File: src/rtl/data_sync_if.sv
// Bus bundle between a source/consumer (master) and the data_sync capture block (slave).
// Handshake: sync_valid high means sync_bus holds an unconsumed word; a word is consumed on
// any rising clk edge where sync_valid && sync_ack; sync_ack while sync_valid is low is ignored.
interface data_sync_if #(
  parameter int BUS_WIDTH = 8
);
  logic [BUS_WIDTH-1:0] unsync_bus;
  logic                 bus_enable;
  logic                 sync_ack;
  logic                 overrun_clr;
  logic [BUS_WIDTH-1:0] sync_bus;
  logic                 enable_pulse;
  logic                 sync_valid;
  logic                 overrun;
  logic [7:0]           overrun_cnt;

  modport master (
    output unsync_bus, bus_enable, sync_ack, overrun_clr,
    input  sync_bus, enable_pulse, sync_valid, overrun, overrun_cnt
  );

  modport slave (
    input  unsync_bus, bus_enable, sync_ack, overrun_clr,
    output sync_bus, enable_pulse, sync_valid, overrun, overrun_cnt
  );
endinterface

File: src/rtl/data_sync.sv
// Enable-qualified bus synchronizer: the level enable crosses through a flop chain, and its
// rising edge captures the (stable) source bus into a held word with valid/ack and overrun tracking.
module data_sync #(
  parameter int BUS_WIDTH  = 8,
  parameter int NUM_STAGES = 2
) (
  input  logic         clk,
  input  logic         rst,
  data_sync_if.slave   bus_if
);

  if (NUM_STAGES < 2) begin : g_bad_stages
    $error("data_sync: NUM_STAGES must be at least 2");
  end

  logic [NUM_STAGES-1:0] sync_q, sync_d;
  logic                  en_dly_q, en_dly_d;
  logic [BUS_WIDTH-1:0]  data_q, data_d;
  logic                  pulse_q, pulse_d;
  logic                  valid_q, valid_d;
  logic                  ovr_q, ovr_d;
  logic [7:0]            ovr_cnt_q, ovr_cnt_d;

  logic en_sync;
  logic cap;
  logic ovr_evt;

  assign en_sync = sync_q[NUM_STAGES-1];
  assign cap     = en_sync & ~en_dly_q;
  // An overwrite only counts when the held word is neither empty nor consumed this cycle.
  assign ovr_evt = cap & valid_q & ~bus_if.sync_ack;

  always_comb begin
    sync_d    = {sync_q[NUM_STAGES-2:0], bus_if.bus_enable};
    en_dly_d  = en_sync;
    data_d    = data_q;
    pulse_d   = cap;
    valid_d   = valid_q;
    ovr_d     = ovr_q;
    ovr_cnt_d = ovr_cnt_q;

    if (cap) begin
      data_d  = bus_if.unsync_bus;
      valid_d = 1'b1;
    end else if (bus_if.sync_ack) begin
      valid_d = 1'b0;
    end

    // A clear coinciding with a new overrun keeps that event: flag set, count of one.
    if (bus_if.overrun_clr) begin
      ovr_d     = ovr_evt;
      ovr_cnt_d = ovr_evt ? 8'd1 : 8'd0;
    end else if (ovr_evt) begin
      ovr_d = 1'b1;
      if (ovr_cnt_q != 8'hFF) begin
        ovr_cnt_d = ovr_cnt_q + 8'd1;
      end
    end
  end

  always_ff @(posedge clk) begin
    if (rst) begin
      sync_q    <= '0;
      en_dly_q  <= 1'b0;
      data_q    <= '0;
      pulse_q   <= 1'b0;
      valid_q   <= 1'b0;
      ovr_q     <= 1'b0;
      ovr_cnt_q <= 8'd0;
    end else begin
      sync_q    <= sync_d;
      en_dly_q  <= en_dly_d;
      data_q    <= data_d;
      pulse_q   <= pulse_d;
      valid_q   <= valid_d;
      ovr_q     <= ovr_d;
      ovr_cnt_q <= ovr_cnt_d;
    end
  end

  assign bus_if.sync_bus     = data_q;
  assign bus_if.enable_pulse = pulse_q;
  assign bus_if.sync_valid   = valid_q;
  assign bus_if.overrun      = ovr_q;
  assign bus_if.overrun_cnt  = ovr_cnt_q;

endmodule
File: src/flat_wrapper.sv
// flat-port wrapper written by rule: the top's interface ports become plain ports
module data_sync_flat 
#(
  parameter int BUS_WIDTH  = 8,
  parameter int NUM_STAGES = 2
)
  (clk, rst, bus_if_unsync_bus, bus_if_bus_enable, bus_if_sync_ack, bus_if_overrun_clr, bus_if_sync_bus, bus_if_enable_pulse, bus_if_sync_valid, bus_if_overrun, bus_if_overrun_cnt);
  data_sync_if #(.BUS_WIDTH(BUS_WIDTH)) bus_if_i ();
  input  logic clk;
  input  logic rst;
  input wire logic [$bits(bus_if_i.unsync_bus)-1:0] bus_if_unsync_bus;
  input wire logic [$bits(bus_if_i.bus_enable)-1:0] bus_if_bus_enable;
  input wire logic [$bits(bus_if_i.sync_ack)-1:0] bus_if_sync_ack;
  input wire logic [$bits(bus_if_i.overrun_clr)-1:0] bus_if_overrun_clr;
  output wire logic [$bits(bus_if_i.sync_bus)-1:0] bus_if_sync_bus;
  output wire logic [$bits(bus_if_i.enable_pulse)-1:0] bus_if_enable_pulse;
  output wire logic [$bits(bus_if_i.sync_valid)-1:0] bus_if_sync_valid;
  output wire logic [$bits(bus_if_i.overrun)-1:0] bus_if_overrun;
  output wire logic [$bits(bus_if_i.overrun_cnt)-1:0] bus_if_overrun_cnt;
  assign bus_if_i.unsync_bus = bus_if_unsync_bus;
  assign bus_if_i.bus_enable = bus_if_bus_enable;
  assign bus_if_i.sync_ack = bus_if_sync_ack;
  assign bus_if_i.overrun_clr = bus_if_overrun_clr;
  assign bus_if_sync_bus = bus_if_i.sync_bus;
  assign bus_if_enable_pulse = bus_if_i.enable_pulse;
  assign bus_if_sync_valid = bus_if_i.sync_valid;
  assign bus_if_overrun = bus_if_i.overrun;
  assign bus_if_overrun_cnt = bus_if_i.overrun_cnt;
  data_sync #(.BUS_WIDTH(BUS_WIDTH), .NUM_STAGES(NUM_STAGES)) u_core (.clk(clk), .rst(rst), .bus_if(bus_if_i));
endmodule
File: config.mk
export PLATFORM = sky130hd
export DESIGN_NAME = data_sync_flat
export DESIGN_NICKNAME = d
export VERILOG_FILES = /design/src/rtl/data_sync_if.sv /design/src/rtl/data_sync.sv /design/src/flat_wrapper.sv
export SDC_FILE = /design/constraint.sdc
export NUM_CORES = 1
export LEC_CHECK = 0
export BUFFER_PORTS_ARGS = -buffer_cell sky130_fd_sc_hd__buf_4
export CORE_MARGIN = 10
export CORE_UTILIZATION = 42
export CTS_CLUSTER_DIAMETER = 200
export DETAILED_ROUTE_END_ITERATION = 7
export MAX_ROUTING_LAYER = met4
export PLACE_DENSITY = 0.82
export SYNTH_ARGS = -nofsm -noshare
export SYNTH_HDL_FRONTEND = slang
export SYNTH_SLANG_ARGS = --single-unit
File: constraint.sdc
create_clock -name clk -period 1.3 [get_ports clk]
set_input_delay 0.195 -clock clk [delete_from_list [all_inputs] [get_ports clk]]
set_output_delay 0.195 -clock clk [all_outputs]
set_load 0.02 [all_outputs]
==> results_dict.tcl, run 1 <==
set metrics [dict create \
    status "finished, violations left" \
    violations "setup timing" \
    place_congestion 0.842 \
    synth_cells 97 \
    clock_sinks 22 \
    worstHoldPathType "in2reg" \
    antenna_found_initial 0 \
    ir_drop_mv 0.787 \
    start_kind "flop" \
    fin_skew_ns 0.00379 \
    slew_viol_final 0 \
    drive_above_1_share 0.464 \
    p_leak_nw 0.589 \
    cts-buffers-inserted 3 \
    endpoint_kind "flop" \
    path_delay_family "simple AND/OR/NAND/NOR gates" \
    num_vias 848 \
    yosysWarnings 0 \
    p_per_area_nw_per_um2 1010 \
    path_depth 4 \
    max-clock-path-buffers 2 \
    r2r-end "u_core.bus_if.overrun_cnt[4]$_SDFFE_PP0P_" \
    firstDrtPassIters 4 \
    place_hpwl_um 1780 \
    slowest_delay_ns 0.50 \
    reg2reg_depth 4 \
    drt-wirelength-per-cell_um 14.6 \
    crit_chain "and4bb_2 -> o21ai_2 -> or4_4 -> nand2_2" \
    dpl_cell_area_um2 1200 \
    synth_edf_count 0 \
    finalPower_mw 1.33 \
    yosysSeqAreaShare 0.509 \
    overflow 0 \
    cts_tree "done" \
    io_pins 32 \
    avgSynthCellArea_um2 8.91 \
    synth_nets 111 \
    track_usage 0.118 \
    htree_levels 1 \
    ant_nets 0 \
    drc 0 \
    insertion_delay_ns 0.31 \
    async_flop_share 0 \
    chipHeight_um 65.4 \
    design_area_um2 1320 \
    diodes 0 \
    worst_slack_ns -0.101 \
    synth_common_cells "dfxtp_1 (22), nand2_1 (19), a21oi_1 (10)" \
    synth_cell_types 31 \
    synth_top_area_cell "dfxtp_1" \
    min_period_ns 1.40 \
    netlist_area_um2 865 \
    r2r_slack_ns -0.10 \
    timing.rr.start "u_core.en_dly_q$_SDFF_PP0_" \
    critPathMaxFanout 3 \
    ys.flop_type "dfxtp_1" \
    cpMaxStageDelayCell "or4_4" \
    cts_hold_buf 0 \
    grt_pass1_vias 855 \
    worstPathRequired_ns 1.56 \
    fin_nets 155 \
    port_buffers 31 \
    postLayoutCoreUtil 0.672 \
    path_class "reg2reg" \
    arrival_ns 1.67 \
    max_freq_ghz 0.714 \
    synth_top_area_share 0.509 \
    viasPerCell 5.08 \
    fin_crit_sh 1.08 \
    clk_pin_slew_ns 0.13 \
    clockRootBuffer "clkbuf_4" \
    worst_pin_slew_ns 0.281 \
    rsz0062_at_grt "yes" \
    start_util 0.441 \
    wl_um 2440 \
    final_hold_viol_count 0 \
    cp-startpoint "u_core.en_dly_q$_SDFF_PP0_" \
    die_x_um 65.4 \
    grt_max_degree 14 \
    maxSlewHeadroom 0.811 \
    rows 16 \
    core_um2 1960 \
    die_area_um2 4270 \
    cp_num_buf_inv 0 \
    synth_most_common_cell "dfxtp_1" \
    syn2layout_area_growth_pct 52.5 \
    drtIter0Drc 36 \
    grt_pass1_wl_um 3930 \
    ys_seq_elements 22 \
    synth_area_leaders "dfxtp_1 (51%), nand2_1 (8.2%), a21oi_1 (5.8%), nor2_1 (2.6%), nor2b_1 (2.2%)" \
    worstSetupEndpoint "u_core.bus_if.overrun_cnt[4]$_SDFFE_PP0P_" \
    maxCapViolCount 0 \
    setup_viol_count_final 4 \
]
[area by class of cell]
type	instances	area (um^2)
inverter	2	7.51
fill	159	643
clock buffer	3	22.5
multi-input combinational	69	449
clock inverter	1	30.0
sequential	22	449
timing repair buffer	43	327
tap	27	33.8
[report_power, final]
group / switching [mW] / leakage [nW] / internal [mW] / total (mW)
registers: 0.00717 / 0.182 / 0.689 / 0.696
clock network: 0.214 / 0.0279 / 0.312 / 0.526
logic: 0.0508 / 0.380 / 0.0551 / 0.106
[routing by layer]
| layer | share of wire | global-route usage |
|---|---|---|
| met1 | 0.40 | 0.116 |
| met2 | 0.51 | 0.200 |
| met3 | 0.063 | 0.0356 |
| met4 | 0.029 | 0.0749 |
| met5 | 0 | - |
[kinds of logic after synthesis]
family          after synthesis  share of synthesized area
fa+ha+maj                     1                     0.0145
simple gates                 43                      0.255
flops                        22                      0.509
xor+xnor                      2                     0.0203
compound gates               22                      0.162
buf+inv                       6                     0.0275
mux                           1                     0.0116
[registers in the layout, indices dropped and copies added, names as in the netlist]
register                    flops
u_core.bus_if.overrun_cnt       8
u_core.bus_if.enable_pulse      1
u_core.bus_if.overrun           1
u_core.en_dly_q                 1
u_core.sync_q                   2
u_core.bus_if.sync_bus          8
u_core.bus_if.sync_valid        1
[worst min-delay path by stage]
stage | from | endpoint | slack, ns | cells after the start
2_1_floorplan | rst | u_core.sync_q[0]$_SDFF_PP0_ | 0.27 | 1
3_3_place_gp | bus_if_bus_enable | u_core.sync_q[0]$_SDFF_PP0_ | 0.41 | 2
3_5_place_dp | bus_if_bus_enable | u_core.sync_q[0]$_SDFF_PP0_ | 0.41 | 2
4_1_cts | bus_if_bus_enable | u_core.sync_q[0]$_SDFF_PP0_ | 0.08 | 2
5_1_grt | bus_if_bus_enable | u_core.sync_q[0]$_SDFF_PP0_ | 0.08 | 2
6_report | bus_if_bus_enable | u_core.sync_q[0]$_SDFF_PP0_ | 0.08 | 2
[metrics by stage]
stage	setup slack, ns	hold WS [ns]	setup TNS, ns	instances
2_1_floorplan	-0.0106	0.267	-0.0106	97
3_3_place_gp	0.00124	0.405	0	159
3_5_place_dp	-0.0600	0.411	-0.123	159
4_1_cts	-0.0999	0.0788	-0.195	166
5_1_grt	-0.122	0.0764	-0.442	167
6_report	-0.101	0.0812	-0.200	167
[cells in the final DEF (no fill, tap or decap), types with 2 or more instances in the layout]
cell type	n
o21ai_0	3
a21oi_1	10
o211ai_1	2
buf_4	42
clkbuf_4	3
nand2_1	17
dfxtp_1	15
nand2_2	2
nand3_1	2
xor2_1	2
inv_1	2
nor2b_1	3
dfxtp_2	7
nor2_1	6
nand2b_1	2
or3_1	2
[timing repair]
action | CTS | global route
pin swaps | 2 | 5
buffers inserted | 3 | 1
gates resized for setup | 7 | 3
setup endpoints to repair | 4 | 8
No activity file was read; power rests on OpenSTA's default activity.
==> run 2: changes to the inputs <==
--- a/config.mk
+++ b/config.mk
@@ -5,13 +5,15 @@
 export SDC_FILE = /design/constraint.sdc
 export NUM_CORES = 1
 export LEC_CHECK = 0
-export BUFFER_PORTS_ARGS = -buffer_cell sky130_fd_sc_hd__buf_4
+export ABC_CLOCK_PERIOD_IN_PS = 1300
+export CAP_MARGIN = 40
 export CORE_MARGIN = 10
-export CORE_UTILIZATION = 42
+export CORE_UTILIZATION = 52
 export CTS_CLUSTER_DIAMETER = 200
 export DETAILED_ROUTE_END_ITERATION = 7
+export DONT_BUFFER_PORTS = 1
 export MAX_ROUTING_LAYER = met4
-export PLACE_DENSITY = 0.82
+export PLACE_DENSITY = 0.8
 export SYNTH_ARGS = -nofsm -noshare
 export SYNTH_HDL_FRONTEND = slang
 export SYNTH_SLANG_ARGS = --single-unit
==> results_dict.tcl, run 2 (synthesized netlist as in run 1, its figures left out) <==
set metrics [dict create \
    finalSetupTns_ns -0.0756 \
    overflow 0 \
    antenna_found_initial 0 \
    die_x_um 60.8 \
    fin_skew_ns 0.00260 \
    final_cell_mix "nand2_1 (19), buf_4 (15), dfxtp_1 (15)" \
    critPathMaxFanout 4 \
    wl_um 2290 \
    fin_nets 135 \
    worst_slack_ns -0.0421 \
    maxSlewHeadroom 0.706 \
    drive_above_1_share 0.300 \
    endpoint_kind "flop" \
    firstDrtPassIters 5 \
    syn2layout_area_growth_pct 36.8 \
    path_class "reg2reg" \
    dpl_cell_area_um2 990 \
    start_kind "flop" \
    cp-startpoint "u_core.en_dly_q$_SDFF_PP0_" \
    ir_drop_mv 0.866 \
    clk_pin_slew_ns 0.12 \
    worst_pin_slew_ns 0.441 \
    max-clock-path-buffers 2 \
    layout_commonest_cell "nand2_1" \
    drc 0 \
    clockRootBuffer "clkbuf_4" \
    setup_viol_count_final 3 \
    timing.rr.start "u_core.en_dly_q$_SDFF_PP0_" \
    violations "hold timing, setup timing" \
    slew_viol_final 0 \
    insertion_delay_ns 0.32 \
    place_hpwl_um 1570 \
    drt-wirelength-per-cell_um 16.8 \
    place_congestion 0.828 \
    clock_sinks 22 \
    cts-buffers-inserted 3 \
    worstHoldPathType "in2reg" \
    die_area_um2 3690 \
    hp-start "bus_if_unsync_bus[6]" \
    cts_tree "done" \
    core_um2 1540 \
    track_usage 0.124 \
    finalPower_mw 1.31 \
    rsz0062_at_grt "yes" \
    timing.hold.ws_ns -0.000336 \
    maxCapViolCount 0 \
    chipHeight_um 60.8 \
    grt_pass1_vias 693 \
    arrival_ns 1.61 \
    final_hold_viol_count 1 \
    status "finished, violations left" \
    postLayoutCoreUtil 0.767 \
    grt_max_degree 14 \
    design_area_um2 1180 \
    max_freq_ghz 0.745 \
    num_vias 785 \
    drtIter0Drc 22 \
    viasPerCell 5.77 \
    fill_cells 100 \
    diodes 0 \
    io_pins 32 \
    min_period_ns 1.34 \
    start_util 0.561 \
    port_buffers 0 \
    p_leak_nw 0.475 \
    htree_levels 1 \
    p_per_area_nw_per_um2 1100 \
    fin_crit_sh 1.03 \
    worstPathRequired_ns 1.57 \
    rows 14 \
    ant_nets 0 \
    grt_pass1_wl_um 3310 \
]
run 2: changes by cell type in the layout (fill, tap and decap cells not counted), moves of 2 or more:
cell | before | now
nand2_1 | 17 | 19
dlygate4sd3_1 | 0 | 7
buf_4 | 42 | 15
nand2_2 | 2 | 0
run 2: final timing paths:
kind,endpoint,slack [ns],cells after the start
setup / recovery,u_core.bus_if.overrun_cnt[4]$_SDFFE_PP0P_,-0.04,4
hold / removal,u_core.bus_if.sync_bus[6]$_SDFFE_PP0P_,-0.0003,2
setup reg to reg,u_core.bus_if.overrun_cnt[4]$_SDFFE_PP0P_,-0.04,4
hold reg to reg,u_core.sync_q[1]$_SDFF_PP0_,0.45,1
run 2: layer usage:
| layer | up-vias | wire length (um) | global-route usage |
|---|---|---|---|
| li1 | 377 | - | - |
| met1 | 362 | 909 | 0.125 |
| met2 | 36 | 1030 | 0.169 |
| met3 | 10 | 242 | 0.0647 |
| met4 | 0 | 106 | 0.113 |
| met5 | - | 0 | - |
run 2: metrics by stage:
stage	setup WS (ns)	cells
after global placement	0.0123	122
final	-0.0421	136
after CTS	-0.00257	136
after detailed placement	-0.0295	122
after floorplan	-0.0106	97
after global routing	-0.0947	136
run 2: timing repair:
item / 4_1_cts / 5_1_grt
endpoints found under the hold margin: 12 / 0
pin swaps: 5 / 2
resized for setup: 5 / 6
endpoints found under the setup margin: 3 / 6
hold buffers: 8 / 0
setup buffers: 2 / 0
run 2: critical path, stage by stage, from the launching register on:
cell      delay, ns
dfxtp_2        0.35
and4bb_2       0.37
o21ai_2        0.09
or4_1          0.40
nand2_1        0.09
run 2: power breakdown:
group          internal (mW)  switching, mW  total [mW]
registers              0.687         0.0206       0.707
logic                 0.0357         0.0321      0.0678
clock network          0.312          0.218       0.530
run 2: cell type report:
type,instances,area [um^2],share of cell area
multi-input combinational,69,455,0.385
sequential,22,452,0.382
timing repair buffer,23,195,0.165
clock inverter,1,30.0,0.0254
clock buffer,3,22.5,0.0190
tap,16,20.0,0.0169
inverter,2,7.51,0.00635
